**config.mk**
```make
export PLATFORM = sky130hd
export DESIGN_NAME = pe_csc_stream_sender
export DESIGN_NICKNAME = d
export VERILOG_FILES = /design/src/rtl/pe_csc_stream_sender.sv
export SDC_FILE = /design/constraint.sdc
export NUM_CORES = 1
export LEC_CHECK = 0
export CAP_MARGIN = 20
export CORE_UTILIZATION = 30
export CTS_BUF_LIST = sky130_fd_sc_hd__clkbuf_2 sky130_fd_sc_hd__clkbuf_4 sky130_fd_sc_hd__clkbuf_8
export CTS_CLUSTER_SIZE = 14
export DETAILED_ROUTE_END_ITERATION = 7
export SLEW_MARGIN = 20
export SYNTH_ARGS = -nofsm -noshare
export SYNTH_HDL_FRONTEND = slang
export SYNTH_SLANG_ARGS = --single-unit
```
**constraint.sdc**
```tcl
create_clock -name clock -period 2.1 [get_ports clock]
set_clock_uncertainty 0.05 [all_clocks]
set_input_delay 0.21 -clock clock [delete_from_list [all_inputs] [get_ports clock]]
set_output_delay 0.21 -clock clock [all_outputs]
set_load 0.05 [all_outputs]
```
**src/rtl/pe_csc_stream_sender.sv**
```systemverilog
// pe_csc_stream_sender
//
// Streams one CSC operand (address vector, then data vector) from two
// synchronous-read scratch memories into one PE input pair. After each
// stream the block waits for the PE's matching write-finish pulse. A skip
// request (operand already resident in the PE) completes without sending.
//
// Ports:
//   clock, reset          rising-edge clock, synchronous active-high reset
//   start, skip           one-cycle request (sampled in IDLE only) and reuse flag
//   addr_base, addr_len   address-vector location and word count
//   data_base, data_len   data-vector location and word count
//   addr_rd_en/addr/data  address-memory read port (data one cycle after en)
//   data_rd_en/addr/data  data-memory read port (data one cycle after en)
//   out_addr_valid/out_addr, out_data_valid/out_data   word streams to the PE
//   addr_write_fin, data_write_fin                     PE "vector stored" pulses
//   busy, done, protocol_err                           status
//
// Handshake: the PE side has no backpressure. A word is transferred on every
// cycle its *_valid is high; the PE acknowledges a complete vector with a
// single-cycle *_write_fin pulse, which is only honoured in the matching
// WAIT state.
module pe_csc_stream_sender #(
  parameter int ADDR_W = 8,
  parameter int DATA_W = 13,
  parameter int MEM_AW = 10,
  parameter int LEN_W  = 9
) (
  input  logic              clock,
  input  logic              reset,
  input  logic              start,
  input  logic              skip,
  input  logic [MEM_AW-1:0] addr_base,
  input  logic [LEN_W-1:0]  addr_len,
  input  logic [MEM_AW-1:0] data_base,
  input  logic [LEN_W-1:0]  data_len,
  output logic              addr_rd_en,
  output logic [MEM_AW-1:0] addr_rd_addr,
  input  logic [ADDR_W-1:0] addr_rd_data,
  output logic              data_rd_en,
  output logic [MEM_AW-1:0] data_rd_addr,
  input  logic [DATA_W-1:0] data_rd_data,
  output logic              out_addr_valid,
  output logic [ADDR_W-1:0] out_addr,
  output logic              out_data_valid,
  output logic [DATA_W-1:0] out_data,
  input  logic              addr_write_fin,
  input  logic              data_write_fin,
  output logic              busy,
  output logic              done,
  output logic              protocol_err
);

  typedef enum logic [2:0] {
    S_IDLE,
    S_SEND_ADDR,
    S_WAIT_ADDR_FIN,
    S_SEND_DATA,
    S_WAIT_DATA_FIN,
    S_DONE
  } state_t;

  state_t             state_q, state_d;
  logic [LEN_W-1:0]   k_q;
  logic [LEN_W-1:0]   k_inc;
  logic [MEM_AW-1:0]  addr_base_q, data_base_q;
  logic [LEN_W-1:0]   addr_len_q, data_len_q;
  logic               addr_vld_q, data_vld_q;
  logic               addr_fin_q, data_fin_q;
  logic               err_q;
  logic               accept;
  logic               addr_last, data_last;
  logic               addr_fin_seen, data_fin_seen;

  assign accept        = (state_q == S_IDLE) && start;
  assign k_inc         = k_q + LEN_W'(1);
  assign addr_last     = (k_inc == addr_len_q);
  assign data_last     = (k_inc == data_len_q);
  // The WAIT state may leave on the pulse itself, not just the registered flag.
  assign addr_fin_seen = addr_fin_q || addr_write_fin;
  assign data_fin_seen = data_fin_q || data_write_fin;

  // Next-state logic
  always_comb begin
    state_d = state_q;
    case (state_q)
      S_IDLE: begin
        if (start) begin
          if (skip)                state_d = S_DONE;
          else if (addr_len != '0) state_d = S_SEND_ADDR;
          else if (data_len != '0) state_d = S_SEND_DATA;
          else                     state_d = S_DONE;
        end
      end
      S_SEND_ADDR: begin
        if (addr_last) state_d = S_WAIT_ADDR_FIN;
      end
      S_WAIT_ADDR_FIN: begin
        if (addr_fin_seen) state_d = (data_len_q != '0) ? S_SEND_DATA : S_DONE;
      end
      S_SEND_DATA: begin
        if (data_last) state_d = S_WAIT_DATA_FIN;
      end
      S_WAIT_DATA_FIN: begin
        if (data_fin_seen) state_d = S_DONE;
      end
      S_DONE:  state_d = S_IDLE;
      default: state_d = S_IDLE;
    endcase
  end

  // Read-port and status outputs
  always_comb begin
    addr_rd_en   = (state_q == S_SEND_ADDR);
    data_rd_en   = (state_q == S_SEND_DATA);
    addr_rd_addr = '0;
    data_rd_addr = '0;
    // Address arithmetic wraps at MEM_AW bits.
    if (addr_rd_en) addr_rd_addr = addr_base_q + MEM_AW'(k_q);
    if (data_rd_en) data_rd_addr = data_base_q + MEM_AW'(k_q);
    busy         = (state_q != S_IDLE);
    done         = (state_q == S_DONE);
    protocol_err = err_q;
  end

  // Memory read data is already registered inside the memory; it is passed
  // through and qualified by the delayed read strobe. Gating keeps the words
  // at zero whenever nothing is valid (including after reset).
  assign out_addr_valid = addr_vld_q;
  assign out_data_valid = data_vld_q;
  assign out_addr       = addr_vld_q ? addr_rd_data : '0;
  assign out_data       = data_vld_q ? data_rd_data : '0;

  always_ff @(posedge clock) begin
    if (reset) begin
      state_q     <= S_IDLE;
      k_q         <= '0;
      addr_base_q <= '0;
      data_base_q <= '0;
      addr_len_q  <= '0;
      data_len_q  <= '0;
      addr_vld_q  <= 1'b0;
      data_vld_q  <= 1'b0;
      addr_fin_q  <= 1'b0;
      data_fin_q  <= 1'b0;
      err_q       <= 1'b0;
    end else begin
      state_q    <= state_d;
      addr_vld_q <= addr_rd_en;
      data_vld_q <= data_rd_en;

      // Word index: counts within a SEND state, zero everywhere else.
      if ((state_q == S_SEND_ADDR && !addr_last) ||
          (state_q == S_SEND_DATA && !data_last))
        k_q <= k_inc;
      else
        k_q <= '0;

      if (accept) begin
        addr_base_q <= addr_base;
        data_base_q <= data_base;
        addr_len_q  <= addr_len;
        data_len_q  <= data_len;
      end

      // Fin flags: cleared on entry to the SEND state, set only by a pulse
      // in the WAIT state, so an early pulse never satisfies the wait.
      if (state_q != S_SEND_ADDR && state_d == S_SEND_ADDR)
        addr_fin_q <= 1'b0;
      else if (state_q == S_WAIT_ADDR_FIN && addr_write_fin)
        addr_fin_q <= 1'b1;

      if (state_q != S_SEND_DATA && state_d == S_SEND_DATA)
        data_fin_q <= 1'b0;
      else if (state_q == S_WAIT_DATA_FIN && data_write_fin)
        data_fin_q <= 1'b1;

      // A fin while the stream is still being read arrives before the last
      // valid word, which is always emitted after the SEND state ends.
      if (accept)
        err_q <= 1'b0;
      else if ((state_q == S_SEND_ADDR && addr_write_fin) ||
               (state_q == S_SEND_DATA && data_write_fin))
        err_q <= 1'b1;
    end
  end

endmodule

```
==> flow_summary.toml <==
[place]
place.gp.congestion = 0.8741
place_hpwl_um = 8608
portBuffers = 112

[sta]
post-route-period-util = 1.246
fin_hold_ws_ns = 0.3441
tightest_slew_ns = 0.6133
rsz0062_at_grt = "yes"
report.final.slew_viol_count = 0
setup_tns_ns = -7.316
fin_crit_ns = 2.616
hold_viol = 0
postLayoutSetupSlackWorst_ns = -0.5164
max_freq_mhz = 382.2
slew_headroom = 0.5911
setup_violations = 27

[route]
drc_errors = 0
ant_nets = 0
vias = 3718
routed_wirelength_um = 11060
vias_per_cell = 4.899
first_iter_violations = 139
wl_per_cell_um = 14.57
drtPass1Iterations = 5

[global_routing]
track_usage = 0.1852
antenna_found_initial = 0
grt_pass1_wl_um = 17190
grt_busiest_layer = "met2"
use_met3 = 0.02845
first_global_vias = 3553
grt_use_met1 = 0.2289
grt_max_degree = 30
use_met2 = 0.3342
overflow = 0

[floorplanning]
fp.dieH_um = 109.8
boundaryPins = 113
rows = 38
initial_core_util = 0.3145
fp.dieW_um = 109.8
die-area_um2 = 12050
core_area_um2 = 11080

[setup_path]
critPathLaunchType = "flop"
crit_chain = "ha_2 > a21o_1 > a21oi_2 > o21bai_1 > a2111o_1 > a41oi_2 > xor2_2 > nor2_4 > buf_12"
crit_type = "flop to output port"
crit_family = "compound AO/OA/AOI/OAI gates"
slowest_stage = "a2111o_1"
crit_buf_inv = 1
required_ns = 1.84
critical_path.max_stage_delay_ns = 0.42
crit_path_max_fanout = 4
cp.arrival_ns = 2.36
end_kind = "output port"

[yosys]
yosys.cell_types.count = 52
syn_area_um2 = 3485
synth_edf_count = 0
synth_warnings = 0
synth.yosys.seq_area_share = 0.3160
synthFlopType = "dfxtp_1"
synth.avg_cell_area_um2 = 7.831
synthArstFlopShare = 0
synthCells = 445
synth_seq_cells = 55
synth_nets = 531

[layout]
diodes = 0
fillers = 1037
syn2layout_area_growth_pct = 71.10
drive_gt1_frac = 0.3328
final_common_cell = "buf_4"
final_cell_mix = "buf_4 (94), nand2_1 (85), clkdlybuf4s50_1 (66), dfxtp_1 (49), a21oi_1 (45)"
fin_nets = 704

[pwr]
irDropWorstVdd_mv = 0.2442
design_power_total_uw = 2855
power_density_nw_per_um2 = 478.8
cellLeakagePower_uw = 0.002390

[flow_run]
cap_violations = 0

[cts]
cts_tree = "done"
postCtsHoldBufs = 0
cts_num_sinks = 55
cts-buffers-inserted = 5
cts-root-buf = "clkbuf_8"
clock_path_buffers = 2
clock_latency_ns = 0.31
ctsHtreeMaxLevel = 2
cts.clk_slew.worst_paths_ns = 0.10

[status]
status = "finished with violations"
violations = "setup timing"

[worst_hold_path]
hp-class = "input port to flop"
-- registers in the layout, summed over array words and instances, names as in the netlist --
register,flops
addr_base_q,10
addr_fin_q,1
addr_len_q,9
data_base_q,10
data_fin_q,1
data_len_q,9
k_q,9
out_addr_valid,1
out_data_valid,1
protocol_err,1
state_q,3
-- path summary, 6_finish.rpt --
check | to | cells past startpoint | startpoint | slack (ns)
worst max-delay path | data_rd_addr[9] | 9 | k_q[0]$_SDFF_PP0_ | -0.52
worst min-delay path | out_data_valid$_SDFF_PP0_ | 2 | reset | 0.34
worst min register to register | data_base_q[7]$_SDFFE_PP0P_ | 2 | data_base_q[7]$_SDFFE_PP0P_ | 0.41
worst max register to register | state_q[1]$_SDFF_PP0_ | 10 | k_q[1]$_SDFF_PP0_ | -0.27
-- area by class of cell --
type	instances	area (um2)	area share
sequential	55	1116	0.1872
timing repair buffer	189	1881	0.3154
tap	140	175.2	0.02938
inverter	9	33.78	0.005666
clock buffer	8	103.9	0.01742
multi-input combinational	358	2653	0.4449
-- synthesized netlist by cell type (2+ instances only) --
| library cell | n | area, um2 |
|---|---|---|
| nand3_1 | 7 | 35.03 |
| nor2_1 | 33 | 123.9 |
| nor2b_1 | 3 | 18.77 |
| dfxtp_1 | 55 | 1101 |
| o2111ai_1 | 2 | 17.52 |
| xor2_1 | 11 | 96.34 |
| a31oi_1 | 4 | 25.02 |
| clkbuf_1 | 18 | 67.56 |
| xnor2_1 | 22 | 192.7 |
| a41oi_1 | 3 | 26.28 |
| a2111o_1 | 2 | 22.52 |
| nand2b_1 | 5 | 31.28 |
| a21o_1 | 6 | 45.04 |
| a21oi_1 | 56 | 280.3 |
| and2_1 | 28 | 175.2 |
| nand2_1 | 85 | 319.1 |
| nor3_1 | 14 | 70.07 |
| fa_1 | 2 | 40.04 |
| a211oi_2 | 2 | 25.02 |
| nor3b_1 | 4 | 30.03 |
| xnor3_1 | 2 | 45.04 |
| and3_2 | 2 | 15.01 |
| ha_1 | 19 | 237.7 |
| o21bai_1 | 4 | 30.03 |
| inv_1 | 9 | 33.78 |
| o21ai_0 | 10 | 50.05 |
| nor4_1 | 5 | 31.28 |
| buf_2 | 2 | 10.01 |
| buf_4 | 4 | 30.03 |
| nand4_1 | 3 | 18.77 |
| nor3_2 | 2 | 20.02 |
-- what timing repair did --
action	CTS	global route
gates resized for setup	14	34
buffers inserted	5	10
setup endpoints to repair	26	32
gates cloned	1	0
pin swaps	16	19
-- routing by layer --
metal	wire length, um	part of all wire	vias to the layer above
met5	0	0	-
met4	178	0.016	0
met3	606	0.055	11
met2	5618	0.51	114
met1	4656	0.42	1716
li1	-	-	1877
-- cell families after synthesis --
group / count (synthesis) / share of synthesized area
AOI/OAI and AO/OA: 100 / 0.1835
xor gates and xnor gates: 36 / 0.1027
adders and majority gates: 21 / 0.07971
buffers and inverters: 33 / 0.04057
DFF: 55 / 0.3160
and+or+nand+nor: 200 / 0.2776
-- power breakdown --
group	internal (uW)	switching, uW
Sequential	1120	73.3
Combinational	472	527
Clock	315	348
Total	1910	948
-- per-stage QoR --
stage | instance area [um2] | setup WS (ns) | std cells | utilization
global placement | 5482 | -0.2219 | 736 | 0.4948
floorplan | 3660 | -0.1271 | 445 | -
finish | 5962 | -0.5164 | 759 | 0.5382
global route | 5962 | -0.6054 | 759 | 0.5382
CTS | 5719 | -0.5393 | 750 | 0.5163
detailed placement | 5482 | -0.2655 | 736 | 0.4948
(Power assumes the default switching activity.)
==> RTL change (same flow settings) <==
Add an input register stage for `data_base`; this delays it by one clock. The other inputs are not delayed to match.
--- a/src/rtl/pe_csc_stream_sender.sv
+++ b/src/rtl/pe_csc_stream_sender.sv
@@ -59,6 +59,12 @@
     S_WAIT_DATA_FIN,
     S_DONE
   } state_t;
+
+  logic [MEM_AW-1:0] data_base_r;
+
+  always_ff @(posedge clock) begin
+    data_base_r <= data_base;
+  end
 
   state_t             state_q, state_d;
   logic [LEN_W-1:0]   k_q;
@@ -158,7 +164,7 @@
 
       if (accept) begin
         addr_base_q <= addr_base;
-        data_base_q <= data_base;
+        data_base_q <= data_base_r;
         addr_len_q  <= addr_len;
         data_len_q  <= data_len;
       end
Behaviour: not the same (a bounded check fails within 4 cycles, from zero or initial values and one cycle with reset high).
==> RTL change against the original RTL <==
- the flow finishes with violations (design-rule violations, negative setup slack)
- cell area increased by 4.6%
- synthesized area grew 3.7%
- die area rose by 3.6%
- setup slack got worse by 320 ps
- sequential share of layout area increased by 2.4 points
- synthesized cell count down 0.45%
- routed wire length grew 4.8%
- power grew 17%
- sequential cell count grew 10
- critical path type unchanged
==> RTL change: results (changes against the original RTL) <==
----------------------------------------------------
[Global routing]
  Global router's overall resource usage ... 18.4% (was 18.5%)

[Route]
  Via count normalized by instance count ... 4.86 (was 4.90)
  Iteration-0 DRC count of the detailed router ... 166 (was 139)
  Post-detailed-route DRC marker count ... 15 (was 0)
  Number of search-and-repair iterations in the first detailed-routing pass ... 8 (was 5)

[Setup path]
  Worst-path fanout max ... 3 (was 4)

[Synthesis]
  Cell variety after synth ... 56 (was 52)
  Xor/xnor cell area share of the yosys netlist ... 9.56% (was 10.3%)
  Post-synthesis compound-gate area fraction ... 15.2% (was 18.3%)
  Top post-synthesis cells by area ... sky130_fd_sc_hd__dfxtp_1, sky130_fd_sc_hd__nand2_1, sky130_fd_sc_hd__a21oi_1 (unchanged)
  Share of synthesized cell area in full adder, half adder and majority cells ... 7.69% (was 7.97%)
  Synthesized netlist net count ... 529 (was 531)

[STA]
  Endpoints failing setup ... 27 (unchanged)
  Fin worst setup slack ... -835 ps (was -516 ps)
  Fin Hold WS ... 207 ps (was 344 ps)
  Measured slew at the worst slew-check pin ... 492 ps (was 613 ps)

[Placement]
  Final estimated routing congestion in global placement ... 0.840 (was 0.874)
  Post-DP HPWL ... 8200 um (was 8610 um)
  Post-place setup slack ... -431 ps (was -266 ps)

[Outcome]
  Failing checks ... design-rule violations, negative setup slack (was negative setup slack)
  Status ... complete, but fails checks (unchanged)

[CTS]
  Clock buffer count from CTS ... 9 (was 5)
  Later-pin clock latency in the skew report ... 350 ps (was 310 ps)

[Power]
  Net switching power ... 1.07 mW (was 0.948 mW)
  Reported leakage power ... 2.52 nW (was 2.39 nW)

----------------------------------------------------
## RTL change: worst paths after layout
path / from / to / cells past startpoint
min reg2reg: data_base_r[1] / data_base_q[1] / 2
min: reset / state_q[2] / 2
max reg2reg: k_q[0] / k_q[0] / 9
max: k_q[0] / data_rd_addr[8] / 10
## RTL change: kinds of logic after synthesis
| family | Yosys count |
|---|---|
| multiplexers | 1 |
| buffers and inverters | 28 |
| AND/OR/NAND/NOR | 200 |
| adder cells (fa/ha/maj) | 21 |
| AO/OA/AOI/OAI | 91 |
| flip-flops | 65 |
| XOR/XNOR | 37 |
## RTL change: power by group through the flow
stage	Sequential [mW]	Combinational, mW	Clock [mW]
finish	1.39	0.891	1.07
detailed placement	1.42	0.820	0
global route	1.40	0.961	1.16
CTS	1.39	0.864	1.09
floorplan	1.41	0.458	0
global placement	1.41	0.815	0
## RTL change: metal layers
metal	wire length, um	part of all wire (%)	vias to the layer above	track usage, %
met1	4940	43	1722	22.3
li1	-	-	1890	-
met2	5690	49	127	32.0
met4	150	1.3	0	5.77
met5	0	0	-	0
met3	804	6.9	14	4.41
## RTL change: final cells by class
type | instances | area, um2
clock buffer | 9 | 124
clock inverter | 7 | 70.1
fill | 1042 | 5330
inverter | 7 | 26.3
multi-input combinational | 351 | 2620
sequential | 65 | 1320
tap | 143 | 179
timing repair buffer | 190 | 1900
## RTL change: what timing repair did
action / CTS / global route
hold endpoints to repair: 0 / 0
cloned: 1 / 0
resized for setup: 36 / 40
pin swaps: 27 / 31
setup endpoints to repair: 27 / 33
setup buffers: 10 / 14
hold buffers: 0 / 0
## RTL change: critical path: stages, from the launching register on
cell	delay, ps
sky130_fd_sc_hd__dfxtp_4	380
sky130_fd_sc_hd__ha_4	170
sky130_fd_sc_hd__fa_2	350
sky130_fd_sc_hd__a21o_1	180
sky130_fd_sc_hd__a21oi_2	170
sky130_fd_sc_hd__nor2b_2	80
sky130_fd_sc_hd__o21a_1	210
sky130_fd_sc_hd__o41ai_2	290
sky130_fd_sc_hd__xor2_1	280
sky130_fd_sc_hd__nor2_4	70
sky130_fd_sc_hd__buf_12	150
## RTL change: through the flow
step           utilization (%)  std cells
6_report                  53.9        772
5_1_grt                   53.9        772
3_5_place_dp              47.9        738
4_1_cts                   51.5        764
2_1_floorplan                -        443
3_3_place_gp              47.9        738
